**src/rtl/bcd_count_ctrl_if.sv**
```systemverilog
// Command, status and counter-control bundle between the front-panel logic,
// the two-digit BCD counter datapath and bcd_count_ctrl.
interface bcd_count_ctrl_if;
  logic       start;
  logic       stop;
  logic       clr;
  logic       preset_we;
  logic [7:0] preset_val;
  logic [3:0] q_hi;
  logic [3:0] q_lo;
  logic       cnt_ld_n;
  logic       cnt_ep;
  logic       cnt_et;
  logic [7:0] cnt_d;
  logic       running;
  logic       wrap;
  logic       err;

  modport master (
    output start, stop, clr, preset_we, preset_val, q_hi, q_lo,
    input  cnt_ld_n, cnt_ep, cnt_et, cnt_d, running, wrap, err
  );

  modport slave (
    input  start, stop, clr, preset_we, preset_val, q_hi, q_lo,
    output cnt_ld_n, cnt_ep, cnt_et, cnt_d, running, wrap, err
  );
endinterface

```
**src/rtl/bcd_count_ctrl.sv**
```systemverilog
// Sequencing controller for two cascaded 74160-style decade counters: turns
// start/stop/clr/preset pulses into LD/EP/ET/D and enforces modulus MOD_N.
module bcd_count_ctrl #(
  parameter int unsigned MOD_N     = 60,
  parameter bit          WRAP_STOP = 1'b0
) (
  input logic             clk_i,
  input logic             rst_i,
  bcd_count_ctrl_if.slave bus
);

  localparam int unsigned T     = MOD_N - 1;
  localparam logic [7:0]  T_BCD = {4'(T / 10), 4'(T % 10)};

  typedef enum logic [2:0] {
    S_IDLE  = 3'd0,
    S_LOAD  = 3'd1,
    S_RUN   = 3'd2,
    S_PAUSE = 3'd3,
    S_DONE  = 3'd4
  } state_t;

  function automatic logic bcd_ok(input logic [7:0] v);
    return (v[7:4] <= 4'd9) && (v[3:0] <= 4'd9);
  endfunction

  state_t     state_q, state_d;
  logic [7:0] ld_data_q, ld_data_d;
  logic       ret_run_q, ret_run_d;
  logic       err_q, err_d;

  logic [7:0] q_s;
  logic       at_term_s;
  logic       preset_ok_s;
  logic       cnt_ld_n_s, cnt_ep_s, cnt_et_s, wrap_s;
  logic [7:0] cnt_d_s;

  // Packed BCD with legal nibbles orders like a plain unsigned byte.
  assign q_s         = {bus.q_hi, bus.q_lo};
  assign at_term_s   = !bcd_ok(q_s) || (q_s >= T_BCD);
  assign preset_ok_s = bcd_ok(bus.preset_val) && (bus.preset_val <= T_BCD);

  // Next-state decode: clr > preset_we > stop > start, else autonomous moves.
  always_comb begin
    state_d   = state_q;
    ld_data_d = ld_data_q;
    ret_run_d = ret_run_q;
    err_d     = 1'b0;
    if (bus.clr) begin
      ld_data_d = 8'h00;
      ret_run_d = (state_q == S_RUN);
      state_d   = S_LOAD;
    end else if (bus.preset_we && (state_q != S_DONE)) begin
      if (preset_ok_s) begin
        ld_data_d = bus.preset_val;
        ret_run_d = (state_q == S_RUN);
        state_d   = S_LOAD;
      end else begin
        err_d = 1'b1;
      end
    end else if (bus.stop && (state_q == S_RUN)) begin
      state_d = S_PAUSE;
    end else if (bus.start && ((state_q == S_IDLE) || (state_q == S_PAUSE))) begin
      state_d = S_RUN;
    end else if (bus.start && (state_q == S_DONE)) begin
      ld_data_d = 8'h00;
      ret_run_d = 1'b1;
      state_d   = S_LOAD;
    end else begin
      case (state_q)
        S_LOAD: state_d = ret_run_q ? S_RUN : S_PAUSE;
        S_RUN: begin
          if (at_term_s && WRAP_STOP) begin
            state_d = S_DONE;
          end else begin
            state_d = S_RUN;
          end
        end
        default: state_d = state_q;
      endcase
    end
  end

  // Controller state; reset abandons any LOAD in progress.
  always_ff @(posedge clk_i or posedge rst_i) begin
    if (rst_i) begin
      state_q   <= S_IDLE;
      ld_data_q <= 8'h00;
      ret_run_q <= 1'b0;
      err_q     <= 1'b0;
    end else begin
      state_q   <= state_d;
      ld_data_q <= ld_data_d;
      ret_run_q <= ret_run_d;
      err_q     <= err_d;
    end
  end

  // Counter controls depend only on state, ld_data and the present count.
  always_comb begin
    cnt_ld_n_s = 1'b1;
    cnt_ep_s   = 1'b0;
    cnt_et_s   = 1'b0;
    cnt_d_s    = 8'h00;
    wrap_s     = 1'b0;
    case (state_q)
      S_LOAD: begin
        cnt_ld_n_s = 1'b0;
        cnt_d_s    = ld_data_q;
      end
      S_RUN: begin
        if (at_term_s) begin
          wrap_s = 1'b1;
          if (!WRAP_STOP) begin
            cnt_ld_n_s = 1'b0;
          end else begin
            cnt_ld_n_s = 1'b1;
          end
        end else begin
          cnt_ep_s = 1'b1;
          cnt_et_s = 1'b1;
        end
      end
      default: cnt_ld_n_s = 1'b1;
    endcase
  end

  assign bus.cnt_ld_n = cnt_ld_n_s;
  assign bus.cnt_ep   = cnt_ep_s;
  assign bus.cnt_et   = cnt_et_s;
  assign bus.cnt_d    = cnt_d_s;
  assign bus.wrap     = wrap_s;
  assign bus.running  = (state_q == S_RUN);
  assign bus.err      = err_q;

endmodule

```
**src/flat_wrapper.sv**
```systemverilog
// flat-port wrapper written by rule: the top's interface ports become plain ports
module bcd_count_ctrl_flat 
#(
  parameter int unsigned MOD_N     = 60,
  parameter bit          WRAP_STOP = 1'b0
)
  (clk_i, rst_i, bus_start, bus_stop, bus_clr, bus_preset_we, bus_preset_val, bus_q_hi, bus_q_lo, bus_cnt_ld_n, bus_cnt_ep, bus_cnt_et, bus_cnt_d, bus_running, bus_wrap, bus_err);
  bcd_count_ctrl_if bus_i ();
  input logic clk_i;
  input logic rst_i;
  input wire logic [$bits(bus_i.start)-1:0] bus_start;
  input wire logic [$bits(bus_i.stop)-1:0] bus_stop;
  input wire logic [$bits(bus_i.clr)-1:0] bus_clr;
  input wire logic [$bits(bus_i.preset_we)-1:0] bus_preset_we;
  input wire logic [$bits(bus_i.preset_val)-1:0] bus_preset_val;
  input wire logic [$bits(bus_i.q_hi)-1:0] bus_q_hi;
  input wire logic [$bits(bus_i.q_lo)-1:0] bus_q_lo;
  output wire logic [$bits(bus_i.cnt_ld_n)-1:0] bus_cnt_ld_n;
  output wire logic [$bits(bus_i.cnt_ep)-1:0] bus_cnt_ep;
  output wire logic [$bits(bus_i.cnt_et)-1:0] bus_cnt_et;
  output wire logic [$bits(bus_i.cnt_d)-1:0] bus_cnt_d;
  output wire logic [$bits(bus_i.running)-1:0] bus_running;
  output wire logic [$bits(bus_i.wrap)-1:0] bus_wrap;
  output wire logic [$bits(bus_i.err)-1:0] bus_err;
  assign bus_i.start = bus_start;
  assign bus_i.stop = bus_stop;
  assign bus_i.clr = bus_clr;
  assign bus_i.preset_we = bus_preset_we;
  assign bus_i.preset_val = bus_preset_val;
  assign bus_i.q_hi = bus_q_hi;
  assign bus_i.q_lo = bus_q_lo;
  assign bus_cnt_ld_n = bus_i.cnt_ld_n;
  assign bus_cnt_ep = bus_i.cnt_ep;
  assign bus_cnt_et = bus_i.cnt_et;
  assign bus_cnt_d = bus_i.cnt_d;
  assign bus_running = bus_i.running;
  assign bus_wrap = bus_i.wrap;
  assign bus_err = bus_i.err;
  bcd_count_ctrl #(.MOD_N(MOD_N), .WRAP_STOP(WRAP_STOP)) u_core (.clk_i(clk_i), .rst_i(rst_i), .bus(bus_i));
endmodule
```
**config.mk**
```make
export PLATFORM = sky130hd
export DESIGN_NAME = bcd_count_ctrl_flat
export DESIGN_NICKNAME = d
export VERILOG_FILES = /design/src/rtl/bcd_count_ctrl_if.sv /design/src/rtl/bcd_count_ctrl.sv /design/src/flat_wrapper.sv
export SDC_FILE = /design/constraint.sdc
export NUM_CORES = 1
export LEC_CHECK = 0
export ABC_AREA = 1
export CAP_MARGIN = 5
export CELL_PAD_IN_SITES_DETAIL_PLACEMENT = 1
export CELL_PAD_IN_SITES_GLOBAL_PLACEMENT = 2
export CORE_ASPECT_RATIO = 1.4
export CORE_MARGIN = 3
export CORE_UTILIZATION = 22
export DETAILED_ROUTE_END_ITERATION = 12
export GPL_TIMING_DRIVEN = 1
export HOLD_SLACK_MARGIN = 0.08
export PLACE_DENSITY = 0.9
export SETUP_SLACK_MARGIN = 0.5
export SLEW_MARGIN = 5
export SYNTH_ARGS = -nofsm -noshare
export SYNTH_HDL_FRONTEND = slang
export SYNTH_SLANG_ARGS = --single-unit
```
**constraint.sdc**
```tcl
create_clock -name clk_i -period 2.41 [get_ports clk_i]
set_input_delay 0.482 -clock clk_i [delete_from_list [all_inputs] [get_ports clk_i]]
set_output_delay 0.482 -clock clk_i [all_outputs]
set_load 0.01 [all_outputs]
```
* After elaboration in Yosys (flattened, before gate mapping) *
Cells that the tools add are included.

operators by class
  order comparisons = 6
  eq/ne operators = 8
  multiplexer cells = 29
  reductions and logical operators = 15

operators by type and width
  operator                                                                 count
  8-bit two-way mux                                                        7
  3-bit two-way mux                                                        6
  4-bit <= comparator, second input constant                               4
  1-bit two-way mux                                                        14
  3-bit by 2-bit inequality test with 1-bit output, second input constant  3
  8-bit by 7-bit >= comparator with 1-bit output, second input constant    1
  8-bit by 7-bit <= comparator with 1-bit output, second input constant    1
  1-bit logical AND                                                        7
  7-bit nonzero test                                                       1
  3-bit by 2-bit equality test with 1-bit output, second input constant    2
  3-bit case mux with 2 select lines                                       1
  4-bit AND reduction                                                      1
  3-bit by 1-bit equality test with 1-bit output, second input constant    1
  3-bit equality test, second input constant                               1
  3-bit zero test                                                          1
  3-bit inequality test, second input constant                             1
  3-bit nonzero test                                                       1
  1-bit logical OR                                                         2
  1-bit case mux with 2 select lines                                       1
  2-bit AND reduction                                                      1
  1-bit zero test                                                          1

storage, ports and cells
  register bits = 13
  input port bits = 22
  output and inout bits = 14
  word-level logic and storage cells = 62

* Longest topological paths before layout *
Gate-level depths: netlist of the first run.

  depth in word-level cells = 7
  depth in mapped cells = 9
  mapped depth without buffers = 8

* Least setup slack after synthesis of the first run *
No wires, ideal clock.

  kind = input to output
  start = input bus_q_lo[1]
  end = output bus_cnt_et
  arrival time = 1.089 ns
  required time = 1.928 ns
  slack = 0.839 ns
  stages on the path = 5
  buffers on the path = 1
  cell sequence = o21a_1 -> nor2_1 -> nand3_1 -> inv_1 -> buf_4

between the ends
  word-level cells in the longest chain between the ends = 6
  elaborated cells on any way between the ends = 7
  those cells by class = order compare: 2; mux: 2; reduce/logical: 3

RTL lines
  item                               RTL line              RTL
  start, declared                    flat_wrapper.sv:17    input wire logic [$bits(bus_i.q_lo)-1:0] bus_q_lo;
  4-bit <= comparator                bcd_count_ctrl.sv:24  return (v[7:4] <= 4'd9) && (v[3:0] <= 4'd9);
  1-bit logical AND                  bcd_count_ctrl.sv:24
  1-bit zero test                    bcd_count_ctrl.sv:40  assign at_term_s = !bcd_ok(q_s) || (q_s >= T_BCD);
  1-bit logical OR *                 bcd_count_ctrl.sv:40
  1-bit two-way mux * (2 in series)  n/a
  end, declared                      flat_wrapper.sv:20    output wire logic [$bits(bus_i.cnt_et)-1:0] bus_cnt_et;

Every way passes the cells marked *; elsewhere a longest branch is shown, timed or not.

* Worst setup path in the final report of the first run *
  start = register u_core.state_q[1]
  end = output bus_cnt_d[2]

between the ends
  word-level cells in the longest chain between the ends = 2

RTL lines
  item                                            RTL line               RTL
  start, declared                                 bcd_count_ctrl.sv:27   state_t state_q, state_d;
  start signal, assigned                          bcd_count_ctrl.sv:92   state_q <= state_d;
  3-bit by 1-bit equality test with 1-bit output  bcd_count_ctrl.sv:106  case (state_q)
  8-bit two-way mux                               bcd_count_ctrl.sv:106
  end, declared                                   flat_wrapper.sv:21     output wire logic [$bits(bus_i.cnt_d)-1:0] bus_cnt_d;

No other way between the ends.

==> flow_summary.ini, run 1 <==
[setup_path]
cp_top_family = buffers and inverters
slowest_delay_ns = 0.52
crit_buf_inv = 4
startpoint_type = flop
cp.required_ns = 1.93
critical_path.cell_chain = inv_2, ha_4, buf_4, nand2_1, inv_1, clkdlybuf4s50_1
path_class = reg2out
critPathArrivalTime_ns = 1.62
crit_slowest_cell = clkdlybuf4s50_1
path_max_fanout = 4
worst_setup_path_end_kind = output pin

[timing]
hold_viol = 0
post-route-min-period_ns = 2.11
rsz0062_at_grt = true
final_max_slew_viol_count = 0
skew_ns = 0.000132
setup_violations = 0
worst_pin_slew_ns = 0.458
slew-limit-headroom = 0.695
fin_ws_ns = 0.303
whs_ns = 0.473
max_freq_mhz = 475
fin_crit_sh = 0.874
final.setup.tns_ns = 0

[clock_network]
clock_sinks = 12
cts_hold_buf = 0
clkTransAtPathRegs_ns = 0.05
root_buffer = clkbuf_8
htreeDepth = 1
cts_tree = built
clock_path_buffers = 2
clk_latency_ns = 0.23
cts_inserted_buffers = 3

[global_route]
grt.total_usage = 0.109
grt_first_pass_wirelength_mm = 3.78
antenna_found_initial = 0
overflow = 0
grt_pass1_vias = 874
grt_max_degree = 13

[yosys]
yosysWarningCount = 0
synth-seq-cells = 12
avgSynthCellArea_um2 = 7.06
synth_fp_nets = 134
synthCells = 110
synth_top_area_cell = dfrtp_1
synth_area_um2 = 777
synth_top_area_share = 0.386
synth_cell_types = 18
ys_seq_area_frac = 0.386
netlist_top_cells_area = dfrtp_1 39%, nand2_1 22%, inv_1 9.7%

[layout]
final_cell_mix = 44 x nand2_1, 24 x clkdlybuf4s50_1, 16 x inv_1
layout_commonest_cell = nand2_1
finalNetCount = 180
n_antenna_cell = 0
post-route-util = 0.403
drive_gt1_frac = 0.273
fillerInstances = 410
area.growth.synth_to_final_pct = 68.3

[routing]
first_iter_violations = 12
routed_via_density = 4.28
drc = 0
postRouteAntennaNets = 0
avgRoutedWirePerCell_um = 11.5
firstDrtPassIters = 4
totalWireLength_mm = 2.22
via_count = 826

[floorplanning]
io_pins = 36
core_um2 = 3240
die_x_um = 56.2
initial_core_util = 0.240
die_area_um2 = 4290
fp.dieH_um = 76.3
core.rowCount = 24

[placed_design]
numPortBuffers = 35
gp_congestion = 0.723
post-dp-hpwl_mm = 1.72
place_ws_ns = -0.0207

[outcome]
status = finished clean

[pwr]
totalPowerFinal_uw = 621
power.density_nw_per_um2 = 475
vdd_drop_max_uv = 189
p_leak_uw = 0.000728

[hold_path]
min_path_type = reg2reg

[flow_run]
cap_violations = 0
==> cells by family (layout without fill, tap and decap cells) <==
logic type	count (synthesis)	in the layout	synth area share
fa+ha+maj	2	2	0.0322
simple gates	65	65	0.395
compound gates	5	5	0.0467
buf+inv	26	70	0.140
flops	12	12	0.386
==> layer usage <==
layer | vias up | GRT usage | routed length, um
met4 | 0 | 0.0499 | 27
met3 | 2 | 0.0356 | 133
li1 | 408 | - | -
met1 | 387 | 0.116 | 874
met2 | 29 | 0.190 | 1190
met5 | - | 0 | 0
==> flip-flops by register name, summed over array words and instances (netlist names) <==
name and count:
u_core.bus.err 1, u_core.ld_data_q 8, u_core.ret_run_q 1, u_core.state_q 2
==> tightest hold or removal path: stages, from the launching register on <==
cell and delay [ns]:
dfrtp_1 0.34, nand2_1 0.05, inv_1 0.04
==> final cells by class <==
cell class,instances,area (um^2),area share
inverters,24,90.1,0.0689
multi-input cells,72,417,0.319
clock buffers,3,41.3,0.0316
well taps,39,48.8,0.0373
repair buffers,43,410,0.314
flip-flops and latches,12,300,0.230
==> metrics by stage <==
step / std cells / instance area (um^2)
after global placement: 182 / 1160
after global routing: 193 / 1310
after floorplan: 110 / 777
after detailed placement: 182 / 1160
after CTS: 187 / 1230
final: 193 / 1310
==> cell usage after synthesis (all sizes together) <==
cell type  instances
nand2             51
dfrtp             12
o21bai             2
nand3              6
inv               23
ha                 2
clkinv             1
buf                2
o21ai              1
o21a               1
a21oi              1
nor2               8
==> where the power goes <==
| group | internal [uW] | total [uW] | switching, uW |
|---|---|---|---|
| Combinational | 120 | 225 | 105 |
| Sequential | 214 | 223 | 8.91 |
| Clock | 109 | 173 | 63.4 |
==> path summary, 6_finish.rpt <==
| path | start | to | slack (ns) | cells after the start |
|---|---|---|---|---|
| hold reg to reg | u_core.ld_data_q[7] | u_core.ld_data_q[7] | 0.47 | 2 |
| hold / removal | u_core.ld_data_q[7] | u_core.ld_data_q[7] | 0.47 | 2 |
| min in group asynchronous | rst_i | u_core.ld_data_q[2] | 0.57 | 2 |
| max in group asynchronous | rst_i | u_core.ld_data_q[3] | 1.52 | 2 |
| setup / recovery | u_core.state_q[1] | bus_cnt_d[2] | 0.30 | 6 |
| setup reg to reg | u_core.state_q[1] | u_core.state_q[0] | 0.95 | 10 |
==> what timing repair did <==
action | 4_1_cts | 5_1_grt
setup endpoints to repair | 13 | 11
gates cloned | 0 | 0
resized for setup | 31 | 10
pin swaps | 7 | 1
buffers inserted | 2 | 6
Power figures use the tool's default switching activity.
==> run 2: changes to the inputs <==
Settings changed: SETUP_SLACK_MARGIN 0.5 to 0.2.
==> run 2 against run 1 <==
Via count fell by 3.6%. Hold slack barely moved. Non-clock buffer count fell by 8. Critical path type is now in2out.
==> flow_summary.ini, run 2 (synthesis results as in run 1) <==
[routing]
avgRoutedWirePerCell_um = 10.9
top_layer = met4
totalWireLength_mm = 2.02
met3WireLength_um = 138
first_iter_violations = 4
firstDrtPassIters = 4
met1Wirelength_um = 796
wl_met2_mm = 1.05
drc = 0
via_count = 796
postRouteAntennaNets = 0
routed_via_density = 4.30

[timing]
whs_ns = 0.473
fin_ws_ns = 0.254
slew-limit-headroom = 0.696
worst_pin_slew_ns = 0.456
post-route-min-period_ns = 2.16
final_max_slew_viol_count = 0
skew_ns = 0.000156
setup_violations = 0
rsz0062_at_grt = false
hold_viol = 0
fin_crit_sh = 0.895
max_freq_mhz = 464

[layout]
post-route-util = 0.372
area.growth.synth_to_final_pct = 55.2
fillerInstances = 413
final_area_um2 = 1210
finalNetCount = 172
regMostFlops = u_core.ld_data_q
final_cell_mix = 45 x nand2_1, 31 x clkdlybuf4s50_1, 20 x inv_1
n_antenna_cell = 0
reg_top3 = u_core.ld_data_q: 8 flops, u_core.state_q: 2 flops
layout_commonest_cell = nand2_1
largest_reg_flops = 8
drive_gt1_frac = 0.137

[clock_network]
clock_path_buffers = 2
root_buffer = clkbuf_8
cts_inserted_buffers = 3
htreeDepth = 1
cts_hold_buf = 0
clk_latency_ns = 0.23
clkTransAtPathRegs_ns = 0.05
cts_tree = built
clock_sinks = 12

[placed_design]
dpl_cell_area_um2 = 1160
post-dp-hpwl_mm = 1.72
place_ws_ns = -0.0207
numPortBuffers = 35
gp_congestion = 0.723

[pwr]
combPwrFrac = 0.301
vdd_drop_max_uv = 183
p_leak_uw = 0.000674
power.density_nw_per_um2 = 468
intPower_uw = 407
p_sw_uw = 157
totalPowerFinal_uw = 564
switching_share = 0.278
p_clk_frac = 0.304
p_seq_frac = 0.395

[hold_path]
min_path_type = reg2reg
min_from = u_core.ld_data_q[7]

[setup_path]
slowest_delay_ns = 0.40
endpoint = bus_cnt_ep
r2r_cells = 8
path_max_fanout = 2
critical_path.cell_chain = clkdlybuf4s50_1, o21a_1, nor2_1, nand3_1, inv_1, dlygate4sd2_1
worst_setup_path_end_kind = output pin
startpoint_type = input pin
r2r_end = u_core.state_q[0]
critPathArrivalTime_ns = 1.67
cp.required_ns = 1.93
reg2reg_from = u_core.state_q[0]
startpoint = bus_q_lo[1]
r2r_slack_ns = 1.01
crit_slowest_cell = clkdlybuf4s50_1
path_class = in2out

[floorplanning]
die_area_um2 = 4290
core.rowCount = 24
die_x_um = 56.2
fp.dieH_um = 76.3
core_um2 = 3240
io_pins = 36
initial_core_util = 0.240

[outcome]
status = finished clean

[global_route]
grt.total_usage = 0.105
overflow = 0
grt_pass1_vias = 864
grt_first_pass_wirelength_mm = 3.64
grt_max_degree = 13
antenna_found_initial = 0

[flow_run]
cap_violations = 0
run 2: cell count changes in the layout (fill, tap and decap cells not counted), sizes merged:
cell | previous run | this run
dlymetal6s2s | 1 | 0
buf | 12 | 0
dlygate4sd2 | 6 | 4
clkdlybuf4s50 | 24 | 31
run 2: how the worst min path moves through the flow:
stage                                to  slack (ns)  depth (start not counted)
finish              u_core.ld_data_q[7]        0.47                          2
CTS                 u_core.ld_data_q[2]        0.48                          2
detailed placement  u_core.ld_data_q[2]        0.46                          2
floorplan                u_core.bus.err        0.35                          1
global route        u_core.ld_data_q[6]        0.51                          2
global placement    u_core.ld_data_q[7]        0.45                          2
run 2: layout make-up:
cell class	count	area [um^2]	area share
repair buffers	35	345	0.286
flip-flops and latches	12	300	0.249
well taps	39	48.8	0.0405
clock buffers	3	41.3	0.0342
multi-input cells	72	380	0.315
inverters	24	90.1	0.0747
run 2: metal layers:
| metal | track usage | vias to the layer above |
|---|---|---|
| met4 | 0.0499 | 0 |
| met2 | 0.185 | 31 |
| met5 | 0 | - |
| met3 | 0.0356 | 4 |
| li1 | - | 394 |
| met1 | 0.109 | 367 |
run 2: per-stage QoR:
step | TNS (ns) | std cells
final | 0 | 185
after floorplan | 0 | 110
after CTS | 0 | 185
after detailed placement | -0.0334 | 182
after global routing | 0 | 185
after global placement | 0 | 182
run 2: power by group through the flow:
stage	registers, uW	logic [uW]	clock network [uW]
3_3_place_gp	223	165	0
5_1_grt	224	193	194
2_1_floorplan	223	95.2	0
6_report	223	170	172
3_5_place_dp	224	171	0
4_1_cts	221	169	179
run 2: repair_timing:
| action | 4_1_cts | 5_1_grt |
|---|---|---|
| setup buffers | 0 | 0 |
| setup endpoints to repair | 12 | 8 |
| gates resized for setup | 5 | 1 |
run 2: worst max-delay path, delay by kind of cell:
family | cells | cell delay, ns
compound gates | 1 | 0.18
buf+inv | 3 | 0.75
simple gates | 2 | 0.25
